`src/rtl/periph_ctrl_target_pkg.sv`:
```
// Shared register map, controller state encoding and byte-merge helper
// for the peripheral job-control target.
package periph_ctrl_target_pkg;

   localparam logic [7:0]  TRIGGER      = 8'h00;
   localparam logic [7:0]  ACQUIRE      = 8'h04;
   localparam logic [7:0]  FINISHED     = 8'h08;
   localparam logic [7:0]  STATUS       = 8'h0C;
   localparam logic [7:0]  RUNNING_JOB  = 8'h10;
   localparam logic [7:0]  SOFT_CLEAR   = 8'h14;
   localparam logic [7:0]  JOB_REG_BASE = 8'h40;

   localparam logic [31:0] ACQUIRE_BUSY = 32'h0000_0001;

   typedef enum logic [1:0] {
      ST_IDLE     = 2'd0,
      ST_ACQUIRED = 2'd1,
      ST_RUNNING  = 2'd2,
      ST_CLEARING = 2'd3
   } ctrl_state_e;

   function automatic logic [31:0] be_merge(input logic [31:0] old_word,
                                            input logic [31:0] new_word,
                                            input logic [3:0]  be);
      logic [31:0] res;
      for (int b = 0; b < 4; b++) begin
         res[8*b +: 8] = be[b] ? new_word[8*b +: 8] : old_word[8*b +: 8];
      end
      return res;
   endfunction

endpackage

```
`src/rtl/periph_ctrl_regfile.sv`:
```
// Byte-enabled job register array; clr_i zeroes every word in one cycle
// and takes priority over a same-cycle write.
module periph_ctrl_regfile
   import periph_ctrl_target_pkg::*;
#(
   parameter int N_JOB_REGS = 16
) (
   input  logic                     clk_i,
   input  logic                     rst_i,
   input  logic                     clr_i,
   input  logic                     we_i,
   input  logic [5:0]               idx_i,
   input  logic [3:0]               be_i,
   input  logic [31:0]              wdata_i,
   output logic [32*N_JOB_REGS-1:0] regs_o
);

   logic [31:0] r_regs [N_JOB_REGS];

   // Register storage with synchronous reset/clear and byte-wise writes
   always_ff @(posedge clk_i) begin
      for (int k = 0; k < N_JOB_REGS; k++) begin
         if (rst_i || clr_i) begin
            r_regs[k] <= 32'h0;
         end else if (we_i && (idx_i == 6'(k))) begin
            r_regs[k] <= be_merge(r_regs[k], wdata_i, be_i);
         end else begin
            r_regs[k] <= r_regs[k];
         end
      end
   end

   // Flatten the array onto the engine-facing bus
   always_comb begin
      regs_o = '0;
      for (int k = 0; k < N_JOB_REGS; k++) begin
         regs_o[32*k +: 32] = r_regs[k];
      end
   end

endmodule

```
`src/rtl/periph_ctrl_target.sv`:
```
// Peripheral-bus target implementing the acquire/program/trigger/clear job
// protocol in front of one datamover engine.
module periph_ctrl_target
   import periph_ctrl_target_pkg::*;
#(
   parameter int N_JOB_REGS        = 16,
   parameter int ID_WIDTH          = 8,
   parameter int SOFT_CLEAR_CYCLES = 4
) (
   input  logic                     clk_i,
   input  logic                     rst_i,
   input  logic                     periph_req_i,
   output logic                     periph_gnt_o,
   input  logic [31:0]              periph_add_i,
   input  logic                     periph_wen_i,
   input  logic [3:0]               periph_be_i,
   input  logic [31:0]              periph_data_i,
   input  logic [ID_WIDTH-1:0]      periph_id_i,
   output logic [31:0]              periph_r_data_o,
   output logic                     periph_r_valid_o,
   output logic [ID_WIDTH-1:0]      periph_r_id_o,
   output logic [32*N_JOB_REGS-1:0] job_regs_o,
   output logic                     start_o,
   output logic                     clear_o,
   input  logic                     done_i,
   output logic                     evt_o
);

   localparam int         CNT_W   = $clog2(SOFT_CLEAR_CYCLES + 1);
   localparam logic [6:0] N_JOB_L = 7'(N_JOB_REGS);

   ctrl_state_e      r_state;
   logic [CNT_W-1:0] r_clr_cnt;
   logic [7:0]       r_job_id;
   logic [31:0]      r_finished;

   logic [7:0]  w_off;
   logic [5:0]  w_job_k;
   logic        w_xfer;
   logic        w_rd;
   logic        w_wr;
   logic        w_is_jobreg;
   logic        w_job_we;
   logic        w_acq_rd;
   logic        w_trig_wr;
   logic        w_soft_clr;
   logic [31:0] w_rdata;
   logic [31:0] w_job_rd;
   logic        w_unused;

   assign w_unused = ^{periph_add_i[31:8], periph_add_i[1:0]};

   assign periph_gnt_o = periph_req_i && (r_state != ST_CLEARING);

   assign w_off       = {periph_add_i[7:2], 2'b00};
   assign w_job_k     = w_off[7:2] - JOB_REG_BASE[7:2];
   assign w_xfer      = periph_req_i && periph_gnt_o;
   assign w_rd        = w_xfer && periph_wen_i;
   assign w_wr        = w_xfer && !periph_wen_i;
   assign w_is_jobreg = (w_off >= JOB_REG_BASE) && ({1'b0, w_job_k} < N_JOB_L);
   assign w_job_we    = w_wr && w_is_jobreg && (r_state == ST_ACQUIRED);
   assign w_acq_rd    = w_rd && (w_off == ACQUIRE);
   assign w_trig_wr   = w_wr && (w_off == TRIGGER);
   assign w_soft_clr  = w_wr && (w_off == SOFT_CLEAR);

   periph_ctrl_regfile #(
      .N_JOB_REGS (N_JOB_REGS)
   ) u_regfile (
      .clk_i   (clk_i),
      .rst_i   (rst_i),
      .clr_i   (w_soft_clr),
      .we_i    (w_job_we),
      .idx_i   (w_job_k),
      .be_i    (periph_be_i),
      .wdata_i (periph_data_i),
      .regs_o  (job_regs_o)
   );

   // Job register read selection from the flattened register bus
   always_comb begin
      w_job_rd = 32'h0;
      for (int k = 0; k < N_JOB_REGS; k++) begin
         if (w_job_k == 6'(k)) begin
            w_job_rd = job_regs_o[32*k +: 32];
         end else begin
            w_job_rd = w_job_rd;
         end
      end
   end

   // Read data uses pre-update state, so ACQUIRE sees the state it is leaving
   always_comb begin
      w_rdata = 32'h0;
      case (w_off)
         ACQUIRE:     w_rdata = (r_state == ST_IDLE) ? 32'h0 : ACQUIRE_BUSY;
         FINISHED:    w_rdata = r_finished;
         STATUS:      w_rdata = {31'h0, (r_state != ST_IDLE)};
         RUNNING_JOB: w_rdata = {24'h0, r_job_id};
         default: begin
            if (w_is_jobreg) begin
               w_rdata = w_job_rd;
            end else begin
               w_rdata = 32'h0;
            end
         end
      endcase
   end

   // Single-cycle response pipe: every granted access answers next cycle
   always_ff @(posedge clk_i) begin
      if (rst_i) begin
         periph_r_valid_o <= 1'b0;
         periph_r_data_o  <= 32'h0;
         periph_r_id_o    <= '0;
      end else begin
         periph_r_valid_o <= w_xfer;
         periph_r_data_o  <= w_rd ? w_rdata : 32'h0;
         periph_r_id_o    <= w_xfer ? periph_id_i : periph_r_id_o;
      end
   end

   // Job-control FSM; soft clear overrides any same-cycle done_i
   always_ff @(posedge clk_i) begin
      if (rst_i) begin
         r_state    <= ST_IDLE;
         r_clr_cnt  <= '0;
         r_job_id   <= 8'h0;
         r_finished <= 32'h0;
         start_o    <= 1'b0;
         clear_o    <= 1'b0;
         evt_o      <= 1'b0;
      end else begin
         start_o <= 1'b0;
         evt_o   <= 1'b0;
         if (w_soft_clr) begin
            r_state    <= ST_CLEARING;
            r_clr_cnt  <= CNT_W'(SOFT_CLEAR_CYCLES - 1);
            r_job_id   <= 8'h0;
            r_finished <= 32'h0;
            clear_o    <= 1'b1;
         end else begin
            case (r_state)
               ST_IDLE: begin
                  if (w_acq_rd) begin
                     r_state  <= ST_ACQUIRED;
                     r_job_id <= r_job_id + 8'd1;
                  end
               end
               ST_ACQUIRED: begin
                  if (w_trig_wr) begin
                     r_state <= ST_RUNNING;
                     start_o <= 1'b1;
                  end
               end
               ST_RUNNING: begin
                  if (done_i) begin
                     r_state    <= ST_IDLE;
                     evt_o      <= 1'b1;
                     r_finished <= r_finished + 32'd1;
                  end
               end
               ST_CLEARING: begin
                  if (r_clr_cnt == '0) begin
                     r_state <= ST_IDLE;
                     clear_o <= 1'b0;
                  end else begin
                     r_clr_cnt <= r_clr_cnt - CNT_W'(1);
                  end
               end
               default: r_state <= ST_IDLE;
            endcase
         end
      end
   end

endmodule

```
`config.mk`:
```
export PLATFORM = sky130hd
export DESIGN_NAME = periph_ctrl_target
export DESIGN_NICKNAME = d
export VERILOG_FILES = /design/src/rtl/periph_ctrl_target_pkg.sv /design/src/rtl/periph_ctrl_regfile.sv /design/src/rtl/periph_ctrl_target.sv
export SDC_FILE = /design/constraint.sdc
export NUM_CORES = 1
export LEC_CHECK = 0
export CAP_MARGIN = 10
export CORE_MARGIN = 1
export CORE_UTILIZATION = 47
export DETAILED_ROUTE_END_ITERATION = 7
export PLACE_DENSITY = 0.78
export SYNTH_ARGS = -nofsm -noshare
export SYNTH_HDL_FRONTEND = slang
export SYNTH_HIERARCHICAL = 1
export SYNTH_SLANG_ARGS = --single-unit
```
`constraint.sdc`:
```
create_clock -name clk_i -period 3.04 [get_ports clk_i]
set_input_delay 0.608 -clock clk_i [delete_from_list [all_inputs] [get_ports clk_i]]
set_output_delay 0.608 -clock clk_i [all_outputs]
set_load 0.05 [all_outputs]
```
==> results.sh <==
export IMPL_outcome="finished, violations left"
export IMPL_violations="design-rule violations"
export IMPL_p_per_area_nw_per_um2=498
export IMPL_syn_area_sq_um=29400
export IMPL_yosys_top_cells_area="edfxtp_1 52%, nor3_2 7.4%, dfxtp_1 6.1%"
export IMPL_stdcell_area_sq_um=41600
export IMPL_period_needed_ns=3.00
export IMPL_final_setup_skew_ns=0.0283
export IMPL_worstSetupPathType="in2reg"
export IMPL_cts_buffers=66
export IMPL_cap_violations=0
export IMPL_fmax_mhz=333
export IMPL_grt_ovfl_total=0
export IMPL_crit_required_ns=3.34
export IMPL_grt_max_degree=58
export IMPL_htreeDepth=3
export IMPL_post_drt_wl_per_cell_um=32.3
export IMPL_die_area_sq_um=63500
export IMPL_drive_above_1_share_pct=24.7
export IMPL_finalNonFillerCells=4313
export IMPL_cpMaxStageDelayCell="clkdlybuf4s50_1"
export IMPL_finalHoldViolations=0
export IMPL_fin_crit_sh_pct=98.7
export IMPL_rr_worst_depth=8
export IMPL_cpLargestDelayFamily="buffers and inverters"
export IMPL_setup_ws_ns=0.0399
export IMPL_async_flop_share_pct=0
export IMPL_crit_buf_inv=8
export IMPL_r2r_setup_slack_ns=0.56
export IMPL_port_buffers=611
export IMPL_holdCritPathClass="reg2reg"
export IMPL_end_kind="flop"
export IMPL_yosys_area_top_type_share_pct=52.4
export IMPL_post_cts_setup_buffers=0
export IMPL_clock_latency_ns=0.61
export IMPL_core_area_sq_um=61700
export IMPL_die_x_um=252
export IMPL_start_util_pct=47.6
export IMPL_final_max_slew_viol_count=0
export IMPL_fin_tns_setup_ns=0
export IMPL_r2r_start="r_state[0]"
export IMPL_synthDistinctLibCells=81
export IMPL_slew_headroom_pct=48.9
export IMPL_synth_edf_count=512
export IMPL_area_delta_synth_final_pct=41.7
export IMPL_path_cells="clkdlybuf4s50_1, inv_1, ha_1, buf_4, buf_4, nand4_1, nor2_2, buf_12, buf_4, nand4_1, buf_4, o21ai_1, buf_4"
export IMPL_cp_startpoint="periph_add_i[7]"
export IMPL_first_pass_iters=8
export IMPL_ys_seq_elements=601
export IMPL_track_usage_pct=42.8
export IMPL_worstMarginPinSlew_ns=0.757
export IMPL_critPathMaxStageDelay_ns=0.40
export IMPL_hold_path_depth=2
export IMPL_drcViolationCount=26
export IMPL_grt_first_pass_wirelength_mm=193
export IMPL_hpwlAfterDp_mm=105
export IMPL_path_common_cell="buf_4"
export IMPL_synth_largest_area_cell="edfxtp_1"
export IMPL_startpoint_type="input pin"
export IMPL_rsz0062_at_grt="false"
export IMPL_max_vdd_ir_drop_uv=392
export IMPL_ant_nets=0
export IMPL_ys_warnings_count=6
export IMPL_viasPerCell=6.52
export IMPL_globalplace_congestion=1.06
export IMPL_setup_viol=0
export IMPL_io_pins=638
export IMPL_post_dp_cell_area_sq_um=39500
export IMPL_post_synth_cell_area_avg_sq_um=11.4
export IMPL_critPathMaxFanout=13
export IMPL_syn_instance_count=2577
export IMPL_cts_hold_fix_buffers=0
export IMPL_cts_path_max_buffers=3
export IMPL_p_leak_nw=14.4
export IMPL_place_ws_ns=-0.625
export IMPL_drtIter0Drc=4146
export IMPL_antenna_found_initial=8
export IMPL_fin_nets=3512
export IMPL_die_y_um=252
export IMPL_seq_area_frac_synth_pct=58.4
export IMPL_routed_via_count=28100
export IMPL_cts_tree="yes"
export IMPL_synth_nets=2664
export IMPL_hold_slack_ns=0.465
export IMPL_cts_sinks=601
export IMPL_grt_pass1_vias=26700
export IMPL_path_clk_slew_ns=0.06
export IMPL_hold_start="periph_r_id_o[3]"
export IMPL_critPathArrivalTime_ns=3.30
export IMPL_cts_root_buf="clkbuf_16"
export IMPL_finalWirelength_mm=139
export IMPL_std_cell_rows=91
export IMPL_hold_end="periph_r_id_o[3]"
export IMPL_dp_cells=4194
export IMPL_r2r_end="u_regfile/r_regs[1][235]"
export IMPL_synthFlopType="edfxtp_1"
## logic make-up (layout without fill, tap and decap cells)
group	Yosys count	in the layout	share of synthesized area [%]
AND/OR/NAND/NOR	1044	1044	22.2
flip-flops	601	601	58.4
AO/OA/AOI/OAI	535	535	11.7
buffers and inverters	351	1249	6.24
XOR/XNOR	37	37	1.10
adder cells (fa/ha/maj)	6	6	0.256
multiplexers	3	3	0.102
other	0	1	0
## state kept, by name (all words and copies together), names as in the netlist
register and flops:
r_state 2, periph_r_valid_o 1, evt_o 1, periph_r_data_o 32, u_regfile/r_regs 512, periph_r_id_o 8, r_clr_cnt 3, start_o 1
clear_o 1, r_job_id 8, r_finished 32
## routing by layer
metal	GRT usage, %	vias to the layer above	wire length [um]
met1	56.0	13700	49200
li1	-	11400	-
met4	21.8	6	7840
met2	65.0	2638	62100
met3	12.1	428	20000
met5	0	-	31
## power breakdown
group	switching, mW	leakage (nW)	internal [mW]
sequential	0.300	5.99	9.20
clock	3.41	1.05	4.69
combinational	2.15	7.33	0.980
## worst register-to-register path: cells and delay by family, from the launching register on
family	cells	cell delay, ns
AO/OA/AOI/OAI	1	0.21
buffers and inverters	3	0.56
flip-flops	1	0.53
AND/OR/NAND/NOR	4	1.00
## stage by stage
step,utilization [%],power (mW)
after global routing,67.4,21.1
after detailed placement,64.0,12.7
final,67.4,20.7
after CTS,67.4,20.6
after global placement,64.0,12.7
after floorplan,-,11.2
## synthesized netlist by cell type, types with 29 or more instances
master	n
or3b_2	29
nand2_1	122
nor2_1	140
a22oi_1	51
a21oi_1	122
nand4_1	31
nor3_2	217
nor3_1	288
o22ai_1	35
o21ai_0	154
dfxtp_1	89
clkbuf_1	122
inv_1	50
nand3_1	66
buf_2	87
buf_6	49
edfxtp_1	512
## cells in the final DEF, fill, tap and decap left out, types with 10 or more instances in the layout
cell type        instances
nand2_1                121
edfxtp_1               512
a211oi_1                11
nor2b_1                 19
xnor2_1                 12
inv_1                   50
clkbuf_1                14
or3b_2                  28
clkbuf_16               69
dfxtp_1                 89
or2_2                   14
buf_4                  387
o21ai_1                 45
nand3_1                 65
nor3_1                 287
clkinv_2                11
clkdlybuf4s50_1        605
o2bb2ai_1               15
o22ai_1                 35
a22oi_1                 51
buf_12                  82
o221ai_1                10
a22o_1                  19
o211ai_1                12
a221oi_1                24
nand2b_1                14
nor3_2                 218
o21ai_0                113
and3b_1                 10
xor2_1                  25
nand4_1                 31
a21oi_1                122
and3_1                  15
a31oi_1                 11
nor2_1                 136
## how the worst max path moves through the flow
stage / to / cells past startpoint
floorplan: u_regfile/r_regs[1][128] / 10
global placement: periph_r_data_o[9] / 10
detailed placement: periph_r_data_o[9] / 10
CTS: periph_r_data_o[28] / 13
global route: periph_r_data_o[9] / 11
finish: u_regfile/r_regs[1][200] / 13
## final cells by class
cell class | count | area, sq um
Inverter | 52 | 195
Clock inverter | 31 | 299
Sequential cell | 601 | 17200
Timing Repair Buffer | 1079 | 10600
Multi-Input combinational cell | 1625 | 10500
Clock buffer | 87 | 1830
Fill cell | 4653 | 20100
Antenna cell | 1 | 2.50
Tap cell | 837 | 1050
## repair_timing
action	CTS	global route
gates resized for setup	1	3
pin swaps	0	1
setup endpoints to repair	1	3
Power figures use the tool's default switching activity.
